===== config.mk =====
export PLATFORM = sky130hd
export DESIGN_NAME = song_reader
export DESIGN_NICKNAME = d
export VERILOG_FILES = /design/src/rtl/song_reader.sv
export SDC_FILE = /design/constraint.sdc
export NUM_CORES = 1
export LEC_CHECK = 0
export ABC_AREA = 1
export BUFFER_PORTS_ARGS = -buffer_cell sky130_fd_sc_hd__buf_2
export CAP_MARGIN = 10
export CORE_UTILIZATION = 30
export CTS_CLUSTER_DIAMETER = 150
export DETAILED_ROUTE_END_ITERATION = 16
export SLEW_MARGIN = 30
export SYNTH_ARGS = -nofsm -noshare
export SYNTH_HDL_FRONTEND = slang
export SYNTH_SLANG_ARGS = --single-unit

===== constraint.sdc =====
create_clock -name clk -period 1.5 [get_ports clk]
set_input_delay 0.075 -clock clk [delete_from_list [all_inputs] [get_ports clk]]
set_output_delay 0.075 -clock clk [all_outputs]
set_load 0.02 [all_outputs]

===== src/rtl/song_reader.sv =====
// rtl/song_reader.sv - walks the selected song in ROM and hands notes to the note player
module song_reader #(
    parameter int IDX_W  = 5,
    parameter int NOTE_W = 6,
    parameter int DUR_W  = 6
) (
    input  logic                    clk,
    input  logic                    reset,
    input  logic                    play,
    input  logic [1:0]              song,
    input  logic                    note_done,
    output logic [IDX_W+1:0]        rom_addr,
    input  logic [NOTE_W+DUR_W-1:0] rom_data,
    output logic                    new_note,
    output logic [NOTE_W-1:0]       note,
    output logic [DUR_W-1:0]        duration,
    output logic                    song_done
);

    typedef enum logic [2:0] {
        S_IDLE,
        S_FETCH,
        S_WAIT,
        S_EMIT,
        S_PLAYING,
        S_DONE
    } state_t;

    state_t             state_q, state_d;
    logic [IDX_W-1:0]   index_q, index_d;
    logic [1:0]         song_q, song_d;
    logic [NOTE_W-1:0]  note_q, note_d;
    logic [DUR_W-1:0]   duration_q, duration_d;

    logic [NOTE_W-1:0]  rom_note;
    logic [DUR_W-1:0]   rom_dur;
    logic               last_slot;

    assign rom_note  = rom_data[NOTE_W+DUR_W-1:DUR_W];
    assign rom_dur   = rom_data[DUR_W-1:0];
    assign last_slot = (index_q == {IDX_W{1'b1}});

    always_ff @(posedge clk) begin
        if (reset) begin
            state_q    <= S_IDLE;
            index_q    <= '0;
            song_q     <= '0;
            note_q     <= '0;
            duration_q <= '0;
        end else begin
            state_q    <= state_d;
            index_q    <= index_d;
            song_q     <= song_d;
            note_q     <= note_d;
            duration_q <= duration_d;
        end
    end

    always_comb begin
        state_d    = state_q;
        index_d    = index_q;
        song_d     = song_q;
        note_d     = note_q;
        duration_d = duration_q;
        new_note   = 1'b0;
        song_done  = 1'b0;

        case (state_q)
            S_IDLE: begin
                index_d = '0;
                if (play) begin
                    song_d  = song;
                    state_d = S_FETCH;
                end
            end
            S_FETCH: state_d = S_WAIT;
            S_WAIT: begin
                // A zero duration marks the end of the song; keep the last note visible.
                if (rom_dur == '0) begin
                    state_d = S_DONE;
                end else begin
                    note_d     = rom_note;
                    duration_d = rom_dur;
                    state_d    = S_EMIT;
                end
            end
            S_EMIT: begin
                new_note = 1'b1;
                state_d  = S_PLAYING;
            end
            S_PLAYING: begin
                if (note_done) begin
                    if (last_slot) begin
                        state_d = S_DONE;
                    end else begin
                        index_d = index_q + {{(IDX_W-1){1'b0}}, 1'b1};
                        state_d = S_FETCH;
                    end
                end
            end
            S_DONE: begin
                song_done = 1'b1;
                index_d   = '0;
                state_d   = S_IDLE;
            end
            default: state_d = S_IDLE;
        endcase
    end

    assign rom_addr = {song_q, index_q};
    assign note     = note_q;
    assign duration = duration_q;

endmodule


* Yosys cells after proc, flatten, opt, wreduce, memory -nomap -nowiden
Cells that the tools add are included.
** Word-level totals
- Bits in registers :: 22
- Bits of input ports :: 18
- Output and inout bits :: 21
** Cells by class
- Eq/ne operators :: 9
- Reductions and logical operators :: 8
- $add $sub $neg :: 1
- Muxes and demuxes :: 10
- Bitwise gates (word level) :: 1
** Operators with widths (number)
- $pmux W3 S5 :: 1
- $mux W3 :: 4
- $mux W5 :: 2
- $pmux W5 S2 :: 1
- $eq A3 B2 Y1 const B :: 2
- $eq A3 B3 Y1 const B :: 2
- $logic_not A6 Y1 :: 1
- $ne A2 B2 Y1 const B :: 3
- $reduce_and A2 Y1 :: 3
- $add A5 B1 Y5 const B :: 1
- $eq A5 B5 Y1 const B :: 1
- $eq A3 B1 Y1 const B :: 1
- $logic_not A3 Y1 :: 1
- $reduce_and A3 Y1 :: 1
- $mux W1 :: 2
- $reduce_bool A2 Y1 :: 1
- $reduce_or A2 Y1 :: 1
- $not A1 Y1 :: 1

* Logic depth before layout (Yosys ltp)
- Depth after elaboration :: 4
- Mapped depth :: 10
- Mapped depth without buffers :: 10

* Least setup slack after synthesis
OpenSTA, ideal clock, no wires.
- Path type :: reg-to-reg
- Start point :: register index_q[0]
- End point :: register index_q[0]
- Data arrival time :: 1.383 ns
- Setup time :: 0.114 ns
- Slack :: 0.003 ns
- Stages on the path, launching flop included :: 9
- Period minus slack after synthesis :: 1.497 ns
- Path through :: dfxtp_1 > ha_1 > nand2_1 > nor2_1 > ha_1 > o211ai_2 > nand2_4 > a21oi_1 > nor2_1
** Between the ends
- Cells in the longest elaborated chain, start to end :: 4
- Elaborated cells on any way between the ends :: 7
- Those cells by class :: add/sub (1); eq/ne (2); mux (3); reduce/logical (1)
** RTL lines
- start: declaration :: line 30 : logic [IDX_W-1:0] index_q, index_d;
- start signal: assignment :: line 52 : index_q <= index_d;
- $add A5 B1 Y5 :: line 96 : index_d = index_q + {{(IDX_W-1){1'b0}}, 1'b1};
- $mux W5 :: line 93 : if (last_slot) begin
- $mux W5 :: line 92 : if (note_done) begin
- $pmux W5 S2 :: line 68 : case (state_q)
Several ways; a longest one is shown, not always the timed one. The select of a mux whose other input is x is not followed.
A chain may end at the register's enable or synchronous reset.

* Worst setup path in the final report
- Start point :: register index_q[0]
- End point :: register index_q[4]
The elaborated chain is that of the path after synthesis.

==> metrics.log <==
[metrics] starting density of the core: between 30% and 40%
[metrics] Final ANT Viol Nets: 0
[metrics] Static Leak: roughly 0.64 nW
[metrics] chip width: 60.5 um
[metrics] top cells by instance count after synthesis: nor2_1 (30), nand2_1 (27), dfxtp_1 (22), inv_1 (14), a21oi_1 (12)
[metrics] area grow syn2layout: 30.5%
[metrics] sequential element share of the synthesized area: 42.9%
[metrics] CTS tree: yes
[metrics] Synth area leaders: dfxtp_1 (43%), nor2_1 (11%), nand2_1 (9.9%)
[metrics] gpl congestion: ~0.77
[metrics] number of global-route vias before repair: 824
[metrics] slew of the pin with the lowest slew margin: between 0.5 and 0.6 ns
[metrics] diode insertion count for antenna repair: 0
[metrics] tightest slew margin relative to the limit: approximately two thirds
[metrics] Required @ worst endpoint: 1.70 ns
[metrics] placed standard-cell area: 0.00127 sq mm
[metrics] Final Routed Wirelength: about 2200 um
[metrics] top-level port count: 39
[metrics] TritonCTS buffer count: 3
[metrics] NumNets Final: 205
[metrics] DIE AREA: about 0.0037 sq mm
[metrics] insertion delay of the later-clocked pin in the worst-skew pair: roughly 0.30 ns
[metrics] initial antenna violation count: 0
[metrics] synthesized flop and latch total: 22
[metrics] class of the most critical setup path: reg -> reg
[metrics] maximum number of pins on one net before global-route repair: 15
[metrics] vias: ~1000
[metrics] drt first pass iters: 4
[metrics] Final period util: a little over nine tenths
[metrics] CTS clock-pin slew for the worst setup and hold paths: around 0.11 ns
[metrics] Worst VDD drop: just under 0.0006 V
[metrics] global router's overall resource usage: between 10% and 20%
[metrics] setup slack after layout: about 0.078 ns
[metrics] design area: roughly 0.0013 sq mm
[metrics] cell area power density: 1040 mW/mm^2
[metrics] Crit. End Element: register
[metrics] share of post-route cells with drive strength above 1: 36.6%
[metrics] commonest register cell after synthesis: dfxtp_1
[metrics] arrival time of the worst setup path: between 1.5 and 2 ns
[metrics] sum of net half-perimeters after detailed placement: approximately 1700 um
[metrics] synth unique cells: 21
[metrics] global-route wire length before repair: ~3400 um
[metrics] number of failing setup endpoints in the final timing report: 0
[metrics] worst hold path stage count: 3
[metrics] die height: slightly above 60 um
[metrics] library cell used as clock root buffer: clkbuf_4
[metrics] filler cell count in the final layout: roughly 360
[metrics] Max Fanout on Critical Path: 4
[metrics] post-layout total power: roughly 1.4 mW
[metrics] cell taking the most area after synthesis: dfxtp_1
[metrics] number of clock sinks: 22
[metrics] Clock Tree Buf Depth: 2
[metrics] hold buffer count at cts: 0
[metrics] smallest hold slack: between 0.015 and 0.02 ns
[metrics] final max-slew violation count: 0
[metrics] DRC marker count from the first detailed-route iteration: 39
[metrics] final global-route overflow total: 0
[metrics] drt drc: 0
[metrics] nets in the synthesized netlist: between 150 and 200
[metrics] total number of H-tree levels: 1
[metrics] Async S/R FF share, synth: 0%
[metrics] Synth Cell Area: 0.00103 sq mm
[metrics] Std-Cell Rows: 20
[metrics] Yosys Warn Count: 0
[metrics] top achievable clock speed: 703 MHz
[metrics] Wirelength per Cell: roughly 9.6 um
[metrics] utilization of the core after routing: a little over two fifths
[metrics] unrepaired setup endpoints after global routing: true
[metrics] outcome: finished clean
[metrics] maximum clock skew at final layout: roughly 0.0021 ns
[metrics] synthesized instance count: ~140
[metrics] depth of the most critical reg-to-reg path: 8
[metrics] Post-Place Worst Slack: 0.0192 ns
[metrics] post-CTS setup buffer count: 0
[metrics] area taken by flip-flops and latches: 443 sq um
[metrics] number of hold-slack violations in the final timing report: 0
[metrics] number of enable flip-flop cells after synthesis: 0
[metrics] Core Box Area: between 0.003 and 0.004 sq mm
[metrics] combined area of the multi-input logic cells: between 500 and 600 sq um
[metrics] launching element type of the critical path: register
[metrics] fraction of post-synthesis cell area in the top cell type by area: 42.9%
[metrics] quantity of I/O buffers inserted on ports: 38
[metrics] dominant cell by count in the synthesized netlist: nor2_1
[metrics] final period demand of the worst path: roughly 1.4 ns
[metrics] routed vias/inst: 4.41
[metrics] post-synthesis area per instance: between 7 and 8 sq um
[metrics] MaxCap Viol Count: 0
[metrics] class of the tightest hold or removal check: in -> reg
[metrics] Reg2Reg Setup Slack: between 0.07 and 0.08 ns
## flip-flops by register name, summed over array words and instances (netlist names)
| name | flops |
|---|---|
| duration | 6 |
| index_q | 5 |
| note | 6 |
| song_q | 2 |
| state_q | 3 |
## final cells by class
class	count	area share, %
repair buffers	41	15.9
well taps	44	4.11
multi-input cells	100	40.3
inverters	17	4.95
flip-flops and latches	22	33.1
clock buffers	3	1.68
## cells in the final DEF, fill, tap and decap left out, drive strengths merged
master	n
o211ai	1
clkbuf	3
o21ai	9
nand2	30
nand3	10
nor4	1
xnor2	1
nor3	1
inv	17
a21oi	13
ha	2
nor2	31
buf	41
xor2	1
dfxtp	22
## path summary, 6_finish.rpt
path | startpoint | endpoint
min | rom_data[7] | note[1]
max | index_q[0] | index_q[4]
max reg2reg | index_q[0] | index_q[4]
min reg2reg | duration[3] | duration[3]
## power breakdown
part           internal (mW)  switching (mW)
registers              0.648          0.0467
logic                  0.168           0.273
clock network         0.0935           0.164
## cell families (layout without fill, tap and decap cells)
logic type / after synthesis / after routing / share of synthesized area [%]
AND/OR/NAND/NOR: 72 / 73 / 30.2
XOR/XNOR: 2 / 2 / 1.71
buffers and inverters: 20 / 61 / 8.28
flip-flops: 22 / 22 / 42.9
AO/OA/AOI/OAI: 23 / 23 / 14.5
adder cells (fa/ha/maj): 2 / 2 / 2.44
## per-layer routing
layer  share of wire, %  GRT usage [%]  wire length [um]
met1                 51           16.7              1100
met5                  0              0                 0
met2                 43           20.3               942
met3                6.1           4.26               132
met4                  0              0                 0
## critical path, cell delays in order, from the launching register on
cell and delay, ns:
dfxtp_2 0.35, ha_4 0.16, nand2_1 0.06, nor2_1 0.04, ha_2 0.19, o211ai_4 0.24, nand2_2 0.11, a21oi_1 0.13
nor2_1 0.06
## through the flow
| step | TNS (ns) | cells |
|---|---|---|
| after CTS | 0 | 226 |
| after floorplan | 0 | 141 |
| after global placement | 0 | 223 |
| after detailed placement | 0 | 223 |
| final | 0 | 227 |
| after global routing | -0.111 | 227 |
## timing repair
item / in CTS / in global routing
setup endpoints to repair: 3 / 6
gates cloned: 0 / 1
resized for setup: 0 / 10
pin swaps: 1 / 7
(Power assumes the default switching activity.)
